===== src/rtl/draw_sprite_anim_if.sv =====
// rtl/draw_sprite_anim_if.sv - pixel/control bundle for the animated sprite address generator (mirror port under SPRITE_MIRROR_EN)
interface draw_sprite_anim_if #(
    parameter int ADDR_W  = 18,
    parameter int FRAME_W = 1
);
    logic               frame_tick;
    logic               pix_valid;
    logic [9:0]         WriteX;
    logic [9:0]         WriteY;
    logic [9:0]         PosX;
    logic [9:0]         PosY;
    logic [1:0]         Game_State;
    logic               Dead;
    logic               alt_skin;
`ifdef SPRITE_MIRROR_EN
    logic               mirror;
`endif
    logic               sprite_on;
    logic [ADDR_W-1:0]  address;
    logic [FRAME_W-1:0] anim_frame;

    modport master (
`ifdef SPRITE_MIRROR_EN
        output mirror,
`endif
        output frame_tick, pix_valid, WriteX, WriteY, PosX, PosY,
        output Game_State, Dead, alt_skin,
        input  sprite_on, address, anim_frame
    );

    modport slave (
`ifdef SPRITE_MIRROR_EN
        input  mirror,
`endif
        input  frame_tick, pix_valid, WriteX, WriteY, PosX, PosY,
        input  Game_State, Dead, alt_skin,
        output sprite_on, address, anim_frame
    );
endinterface


===== src/rtl/draw_sprite_anim.sv =====
// rtl/draw_sprite_anim.sv - 2-stage animated sprite box test and ROM address generator (optional SPRITE_MIRROR_EN)
module draw_sprite_anim #(
    parameter int SPR_W        = 88,
    parameter int SPR_H        = 94,
    parameter int ADDR_W       = 18,
    parameter int N_FRAMES     = 2,
    parameter int HOLD         = 10,
    parameter int BASE_IDLE    = 191323,
    parameter int BASE_RUN     = 207867,
    parameter int BASE_DIE     = 46904,
    parameter int BASE_RUN_ALT = 233303,
    parameter int BASE_DIE_ALT = 249847
) (
    input  logic         Clk,
    input  logic         Reset_n,
    draw_sprite_anim_if.slave bus
);
    localparam int FRAME_W = (N_FRAMES > 1) ? $clog2(N_FRAMES) : 1;
    localparam int HOLD_W  = $clog2(HOLD + 1);
    localparam logic [ADDR_W-1:0] FRAME_WORDS = ADDR_W'(SPR_W * SPR_H);

    typedef enum logic [1:0] {ST_IDLE, ST_RUN, ST_DEAD} state_t;

    state_t              state_q, state_d;
    logic [FRAME_W-1:0]  frame_q, frame_d;
    logic [HOLD_W-1:0]   hold_q, hold_d;

    logic [9:0]          s1_dx_q, s1_dx_d;
    logic [9:0]          s1_dy_q, s1_dy_d;
    logic                s1_in_box_q, s1_in_box_d;
    logic                s1_valid_q, s1_valid_d;
    logic [ADDR_W-1:0]   s1_base_q, s1_base_d;
`ifdef SPRITE_MIRROR_EN
    logic                s1_mirror_q, s1_mirror_d;
`endif

    logic                on_q, on_d;
    logic [ADDR_W-1:0]   addr_q, addr_d;

    logic [10:0]         wx_e, wy_e, px_e, py_e;
    logic [9:0]          dx_eff;

    // Next state and animation counters; a state change overrides a coincident tick.
    always_comb begin
        state_d = ST_RUN;
        frame_d = frame_q;
        hold_d  = hold_q;
        if (bus.Game_State == 2'b00) begin
            state_d = ST_IDLE;
        end else if (bus.Game_State == 2'b10 || bus.Dead) begin
            state_d = ST_DEAD;
        end
        case (state_d)
            ST_IDLE: begin
                frame_d = '0;
                hold_d  = HOLD_W'(1);
            end
            ST_RUN: begin
                if (state_q != ST_RUN) begin
                    frame_d = '0;
                    hold_d  = HOLD_W'(1);
                end else if (bus.frame_tick) begin
                    if (hold_q == HOLD_W'(HOLD)) begin
                        hold_d  = HOLD_W'(1);
                        frame_d = (frame_q == FRAME_W'(N_FRAMES - 1)) ? '0 : frame_q + FRAME_W'(1);
                    end else begin
                        hold_d = hold_q + HOLD_W'(1);
                    end
                end
            end
            default: begin
            end
        endcase
    end

    always_ff @(posedge Clk or negedge Reset_n) begin
        if (!Reset_n) begin
            state_q <= ST_IDLE;
            frame_q <= '0;
            hold_q  <= HOLD_W'(1);
        end else begin
            state_q <= state_d;
            frame_q <= frame_d;
            hold_q  <= hold_d;
        end
    end

    // Stage 1: box test on zero-extended 11-bit values so the sprite clips instead of wrapping.
    always_comb begin
        wx_e        = {1'b0, bus.WriteX};
        wy_e        = {1'b0, bus.WriteY};
        px_e        = {1'b0, bus.PosX};
        py_e        = {1'b0, bus.PosY};
        s1_in_box_d = (wx_e >= px_e) && (wx_e < px_e + 11'(SPR_W)) &&
                      (wy_e >= py_e) && (wy_e < py_e + 11'(SPR_H));
        s1_dx_d     = bus.WriteX - bus.PosX;
        s1_dy_d     = bus.WriteY - bus.PosY;
        s1_valid_d  = bus.pix_valid;
`ifdef SPRITE_MIRROR_EN
        s1_mirror_d = bus.mirror;
`endif
        s1_base_d   = ADDR_W'(BASE_IDLE);
        case (state_q)
            ST_RUN:  s1_base_d = (bus.alt_skin ? ADDR_W'(BASE_RUN_ALT) : ADDR_W'(BASE_RUN)) +
                                 ADDR_W'(frame_q) * FRAME_WORDS;
            ST_DEAD: s1_base_d = bus.alt_skin ? ADDR_W'(BASE_DIE_ALT) : ADDR_W'(BASE_DIE);
            default: s1_base_d = ADDR_W'(BASE_IDLE);
        endcase
    end

    // Stage 2: linear ROM address; outside the box the address rests on the base.
    always_comb begin
`ifdef SPRITE_MIRROR_EN
        dx_eff = s1_mirror_q ? (10'(SPR_W - 1) - s1_dx_q) : s1_dx_q;
`else
        dx_eff = s1_dx_q;
`endif
        on_d   = s1_in_box_q & s1_valid_q;
        addr_d = s1_base_q;
        if (s1_in_box_q) begin
            addr_d = s1_base_q + ADDR_W'(s1_dy_q) * ADDR_W'(SPR_W) + ADDR_W'(dx_eff);
        end
    end

    always_ff @(posedge Clk or negedge Reset_n) begin
        if (!Reset_n) begin
            s1_dx_q     <= '0;
            s1_dy_q     <= '0;
            s1_in_box_q <= 1'b0;
            s1_valid_q  <= 1'b0;
            s1_base_q   <= '0;
`ifdef SPRITE_MIRROR_EN
            s1_mirror_q <= 1'b0;
`endif
            on_q        <= 1'b0;
            addr_q      <= '0;
        end else begin
            s1_dx_q     <= s1_dx_d;
            s1_dy_q     <= s1_dy_d;
            s1_in_box_q <= s1_in_box_d;
            s1_valid_q  <= s1_valid_d;
            s1_base_q   <= s1_base_d;
`ifdef SPRITE_MIRROR_EN
            s1_mirror_q <= s1_mirror_d;
`endif
            on_q        <= on_d;
            addr_q      <= addr_d;
        end
    end

    assign bus.sprite_on  = on_q;
    assign bus.address    = addr_q;
    assign bus.anim_frame = frame_q;
endmodule


===== src/flat_wrapper.sv =====
// flat-port wrapper written by rule: the top's interface ports become plain ports
module draw_sprite_anim_flat 
#(
    parameter int SPR_W        = 88,
    parameter int SPR_H        = 94,
    parameter int ADDR_W       = 18,
    parameter int N_FRAMES     = 2,
    parameter int HOLD         = 10,
    parameter int BASE_IDLE    = 191323,
    parameter int BASE_RUN     = 207867,
    parameter int BASE_DIE     = 46904,
    parameter int BASE_RUN_ALT = 233303,
    parameter int BASE_DIE_ALT = 249847
)
  (Clk, Reset_n, bus_frame_tick, bus_pix_valid, bus_WriteX, bus_WriteY, bus_PosX, bus_PosY, bus_Game_State, bus_Dead, bus_alt_skin, bus_sprite_on, bus_address, bus_anim_frame);
  draw_sprite_anim_if #(.ADDR_W(ADDR_W), .FRAME_W(1)) bus_i ();
  input  logic Clk;
  input  logic Reset_n;
  input wire logic [$bits(bus_i.frame_tick)-1:0] bus_frame_tick;
  input wire logic [$bits(bus_i.pix_valid)-1:0] bus_pix_valid;
  input wire logic [$bits(bus_i.WriteX)-1:0] bus_WriteX;
  input wire logic [$bits(bus_i.WriteY)-1:0] bus_WriteY;
  input wire logic [$bits(bus_i.PosX)-1:0] bus_PosX;
  input wire logic [$bits(bus_i.PosY)-1:0] bus_PosY;
  input wire logic [$bits(bus_i.Game_State)-1:0] bus_Game_State;
  input wire logic [$bits(bus_i.Dead)-1:0] bus_Dead;
  input wire logic [$bits(bus_i.alt_skin)-1:0] bus_alt_skin;
  output wire logic [$bits(bus_i.sprite_on)-1:0] bus_sprite_on;
  output wire logic [$bits(bus_i.address)-1:0] bus_address;
  output wire logic [$bits(bus_i.anim_frame)-1:0] bus_anim_frame;
  assign bus_i.frame_tick = bus_frame_tick;
  assign bus_i.pix_valid = bus_pix_valid;
  assign bus_i.WriteX = bus_WriteX;
  assign bus_i.WriteY = bus_WriteY;
  assign bus_i.PosX = bus_PosX;
  assign bus_i.PosY = bus_PosY;
  assign bus_i.Game_State = bus_Game_State;
  assign bus_i.Dead = bus_Dead;
  assign bus_i.alt_skin = bus_alt_skin;
  assign bus_sprite_on = bus_i.sprite_on;
  assign bus_address = bus_i.address;
  assign bus_anim_frame = bus_i.anim_frame;
  draw_sprite_anim #(.SPR_W(SPR_W), .SPR_H(SPR_H), .ADDR_W(ADDR_W), .N_FRAMES(N_FRAMES), .HOLD(HOLD), .BASE_IDLE(BASE_IDLE), .BASE_RUN(BASE_RUN), .BASE_DIE(BASE_DIE), .BASE_RUN_ALT(BASE_RUN_ALT), .BASE_DIE_ALT(BASE_DIE_ALT)) u_core (.Clk(Clk), .Reset_n(Reset_n), .bus(bus_i));
endmodule

===== config.mk =====
export PLATFORM = sky130hd
export DESIGN_NAME = draw_sprite_anim_flat
export DESIGN_NICKNAME = d
export VERILOG_FILES = /design/src/rtl/draw_sprite_anim_if.sv /design/src/rtl/draw_sprite_anim.sv /design/src/flat_wrapper.sv
export SDC_FILE = /design/constraint.sdc
export NUM_CORES = 1
export LEC_CHECK = 0
export ABC_CLOCK_PERIOD_IN_PS = 5000
export CORE_AREA = 5 5 133 135
export CTS_BUF_LIST = sky130_fd_sc_hd__clkbuf_2
export DETAILED_ROUTE_END_ITERATION = 10
export DIE_AREA = 0 0 138 140
export SETUP_SLACK_MARGIN = 0.3
export SYNTH_ARGS = -nofsm -noshare
export SYNTH_HDL_FRONTEND = slang
export SYNTH_SLANG_ARGS = --single-unit

===== constraint.sdc =====
create_clock -name Clk -period 5 [get_ports Clk]
set_input_delay 0.5 -clock Clk [delete_from_list [all_inputs] [get_ports Clk]]
set_output_delay 0.5 -clock Clk [all_outputs]
set_load 0.03 [all_outputs]

; Word level (Yosys, flattened, before mapping)
; Cells that the tools add are included.
[word_totals]
register_bits = 66
inputBits = 48
output_inout_bits = 20
wordCells = 58
[classes]
addsub = 9
mul = 2
order_cmp = 4
n_eq_ne = 8
muxes = 15
bitwise = 1
reduce_logical = 9
[ops]
columns = op, count
row1 = $mux 18, 2
row2 = $pmux 18 s2, 1
row3 = $add 10x7->11 const B, 2
row4 = $lt 10x11->1, 2
row5 = $ge 10x10->1, 2
row6 = $sub 10x10->10, 2
row7 = $add 18x10->18, 1
row8 = $add 18x15->18, 1
row9 = $add 18x17->18, 1
row10 = $mux 16, 1
row11 = $mul 10x4->14 const B, 1
row12 = $mux 4, 3
row13 = $mul 1x10->11 const B, 1
row14 = $pmux 4 s2, 1
row15 = $add 4x1->4 const B, 1
row16 = $eq 2x1->1 const B, 2
row17 = $eq 2x2->1 const B, 2
row18 = $eq 4x4->1 const B, 1
row19 = $logic_not 2->1, 2
row20 = $mux 1, 4
row21 = $mux 2, 2
row22 = $logic_and 1x1->1, 3
row23 = $ne 3x1->1 const B, 1
row24 = $ne 3x2->1 const B, 1
row25 = other kinds (8), 8

; Longest topological paths before layout
; Gate-level depths: netlist (run 1).
[logic_depth]
depth_word = 7
mapped_depth = 19
mapped_depth_nobuf = 19

; Worst setup path after synthesis (run 1)
; Ideal clock, no wire load.
[synth_path]
kind = reg2reg
from = register u_core.s1_dy_q[1]
to = register u_core.addr_q[14] (netlist: u_core.bus.address[14])
setup_time_ps = 125
t_arrival_ps = 4031
required_time_ps = 4875
setup_slack_ps = 844
path_stages_with_launch = 16
n_path_buf = 1
synth_period_minus_slack_ps = 4156
cell_sequence = dfrtp_1 > ha_1 > fa_1 > ha_1 > a21o_1 > a21oi_1 > xor2_1 > fa_1 > inv_1 > ha_1 > clkbuf_1 > nand4_1 > or3_1 > o221a_1 > xnor2_1 > mux2_2
[synth_via]
elab_chain_cells = 4
[synth_rtl]
columns = item, line
row1 = start: declaration, draw_sprite_anim.sv:29  ; logic [9:0] s1_dy_q, s1_dy_d;
row2 = start signal: assignment, draw_sprite_anim.sv:139  ; s1_dy_q <= s1_dy_d;
row3 = $mul 10x4->14, draw_sprite_anim.sv:121  ; addr_d = s1_base_q + ADDR_W'(s1_dy_q) * ADDR_W'(SPR_W) + ADDR_W'(dx_eff);
row4 = $add 18x17->18, draw_sprite_anim.sv:121
row5 = $add 18x10->18, draw_sprite_anim.sv:121
row6 = $mux 18, draw_sprite_anim.sv:120  ; if (s1_in_box_q) begin
row7 = named net u_core.addr_d[14], draw_sprite_anim.sv:38  ; logic [ADDR_W-1:0] addr_q, addr_d;
row8 = end signal: assignment, draw_sprite_anim.sv:147  ; addr_q <= addr_d;
row9 = end: declaration, draw_sprite_anim.sv:38
; The timed path passes the listed nets, and every way through them passes these cells.
; A chain may end at the register's enable or synchronous reset.

; Worst setup path after layout (run 1)
[layout_path]
from = register u_core.s1_dy_q[1]
to = register u_core.addr_q[17] (netlist: u_core.bus.address[17])
; Same word-level chain as after synthesis.

==> impl_metrics.yaml, run 1 <==
global_routing:
  antenna_found_initial: 1
  overflow: 0
  grt_usage_pct: 13.34
  grt_pass1_vias: 4631
  grt_max_degree: 64
  grt_pass1_wl_um: 21530
setup_path:
  worstReg2RegStart: "u_core.s1_dy_q[1]"
  cp-startpoint: "u_core.s1_dy_q[1]"
  critPathKind: "flip-flop to flip-flop"
  slowest_delay_ns: 0.46
  path_common_cell: "ha_1"
  critPathLaunchType: "flip-flop"
  critical_path.cell_chain: "ha_1 > fa_1 > ha_1 > a21o_1 > a21oi_1 > o21ai_1 > o2111a_1 > a211o_1 > ha_1 > ha_1 > inv_1 > o211ai_1 > o21ai_1 > or3b_1 > a31oi_1 > xor2_1"
  cp_max_fo: 5
  slowest_stage: "fa_1"
  cp.required_ns: 5.46
  worstPathArrival_ns: 4.86
  critPathCaptureType: "flip-flop"
place:
  place_congestion: 0.9144
  pre_cts_slack_ns: 0.4703
  io_buffer_count: 67
  dpl.hpwl_um: 10440
yosys:
  synth_flop_cell: "dfrtp_1"
  syn_nets: 776
  yosys.area.top_type: "dfrtp_1"
  ys_ff_latch: 63
  yosys-top-cells-area: "dfrtp_1 (28%), ha_1 (21%), inv_1 (6.7%)"
  avgSynthCellArea_sq_um: 9.161
  yosysSeqAreaShare_pct: 28.00
  ys_types: 60
  yosys_warnings: 0
  syn_area_sq_mm: 0.005634
  async_flop_share_pct: 100.0
  yosysTopAreaCellShare_pct: 27.54
  syn_inst: 615
  synth-edff-count: 0
drt:
  vias: 4417
  drt-initial-drc-count: 202
  wire_per_inst_um: 13.65
  first_pass_iters: 4
  postRouteWirelength_um: 12470
  via_per_inst: 4.833
  drc: 0
  drtAntennaViolNets: 0
final_layout:
  syn_to_final_growth_pct: 18.79
  fin_util_pct: 40.94
  nets: 849
  mostFrequentLayoutCells: "inv_1 (100), ha_1 (95), clkdlybuf4s50_1 (66)"
  final_common_cell: "inv_1"
  layout-drive-gt1-share_pct: 5.195
clock_tree:
  post_cts_buffers: 0
  cts-root-buf: "clkbuf_2"
  clkSlewWorstSetupHoldPaths_ns: 0.21
  cts_made_buffers: 9
  htree_levels: 3
  clock-sinks: 63
  cts_resized: 0
  clk_latency_ns: 0.52
  hold_buffers: 0
  cts_buffer_depth: 2
  cts_tree: "done"
sta:
  finalCritPeriodShare_pct: 88.00
  relSlewSlack_pct: 49.11
  slew_violations: 0
  clock_skew_ns: 0.02502
  fmax_mhz: 227.3
  period_needed_ns: 4.400
  rsz0062_at_grt: "no"
  tns_ns: 0
  hold_viol_final: 0
  worst-slew-pin-transition_ns: 0.7634
  layout_setup_ws_ns: 0.6002
  setup_violations: 0
die:
  die_w_um: 138
  core_sq_mm: 0.01635
  die_h_um: 140
  initial_core_util_pct: 34.46
  rows: 47
  pin_count: 68
  dieArea_sq_mm: 0.01932
power_and_ir_drop:
  leakage_nw: 3.233
  power.density_mw_per_mm2: 698.9
  peakVddDrop_uv: 437.6
  power_w: 0.004677
min_path:
  hold_path_class: "primary input to asynchronous set/reset pin"
run:
  cap_violations: 0
run_status:
  outcome: "complete, no violations"
==> per-layer routing <==
layer  wire, um  part of all wire, %  up-vias  track usage [%]
met5          0                    0        -                0
met4        182                  1.5        0            3.848
met3        503                  4.0       14            2.863
met2       5842                   47       94            22.38
met1       5943                   48     2037            17.42
li1           -                    -     2272                -
==> final timing paths <==
path,to,slack (ns),cells past startpoint
max in group asynchronous,u_core.bus.address[6],4.38,2
worst max-delay path,u_core.bus.address[17],0.60,16
worst max register to register,u_core.bus.address[17],0.60,16
worst min-delay path,u_core.bus.anim_frame,0.11,2
min in group Clk,u_core.s1_valid_q,0.43,1
worst min register to register,u_core.bus.sprite_on,0.50,1
==> cells by family after synthesis <==
group,synth area share [%]
XOR/XNOR,6.684
AND/OR/NAND/NOR,10.84
multiplexers,1.777
AO/OA/AOI/OAI,18.21
buffers and inverters,7.129
flip-flops,28.00
adder cells (fa/ha/maj),27.36
==> state kept, by name, indices dropped and copies added, names as in the netlist, 2 cells and up <==
register            flops
u_core.bus.address     18
u_core.dx_eff          10
u_core.hold_q           4
u_core.s1_base_q       15
u_core.s1_dy_q         10
u_core.state_q          2
==> area by class of cell <==
cell class	count	area, sq um
repair buffers	69	680.7
fillers	1668	9656
multi-input cells	445	3664
well taps	220	275.3
flip-flops and latches	63	1578
clock inverters	7	72.57
diodes	1	2.502
inverters	100	375.4
clock buffers	9	45.04
==> stage by stage <==
stage | instance area, sq um | cells | hold slack (ns)
after floorplan | 5634 | 615 | 0.2044
after global placement | 6564 | 897 | 0.4510
after detailed placement | 6564 | 897 | 0.4419
after CTS | 6681 | 913 | 0.08022
after global routing | 6693 | 914 | 0.1003
final | 6693 | 914 | 0.1106
==> power breakdown <==
group          total [W]  internal [W]  switching, W  leakage, nW
registers       0.000650      0.000601     0.0000489        0.748
logic            0.00370       0.00161       0.00209         2.42
clock network   0.000324      0.000116      0.000208       0.0683
total            0.00468       0.00233       0.00235         3.23
==> cells in the mapped netlist (10+ instances only) <==
| cell type | number |
|---|---|
| a21o_1 | 14 |
| a21oi_1 | 33 |
| dfrtp_1 | 62 |
| fa_1 | 17 |
| ha_1 | 96 |
| inv_1 | 100 |
| nand2_1 | 31 |
| nor2_1 | 36 |
| nor2b_1 | 13 |
| nor3_1 | 10 |
| o21ai_0 | 32 |
| o21bai_1 | 10 |
| xnor2_1 | 33 |
| xor2_1 | 10 |
==> critical path, delay by kind of cell, from the launching register on <==
| family | cells | cell delay, ns |
|---|---|---|
| and+or+nand+nor | 1 | 0.36 |
| AOI/OAI and AO/OA | 8 | 1.46 |
| DFF | 1 | 0.45 |
| buffers and inverters | 1 | 0.16 |
| adders and majority gates | 5 | 1.76 |
| xor gates and xnor gates | 1 | 0.17 |
No activity file was read; power rests on OpenSTA's default activity.
==> inputs of run 2 (changes only) <==
Settings changed: SLEW_MARGIN set to 30.
==> results of run 2 <==
Same layout as run 1: the final DEF is identical, and so are final timing and power.
==> inputs of run 3 (changes only) <==
Settings changed: ABC_CLOCK_PERIOD_IN_PS 5000 to not set.
==> results of run 3 <==
Same layout as run 1: the final DEF is identical, and so are final timing and power.
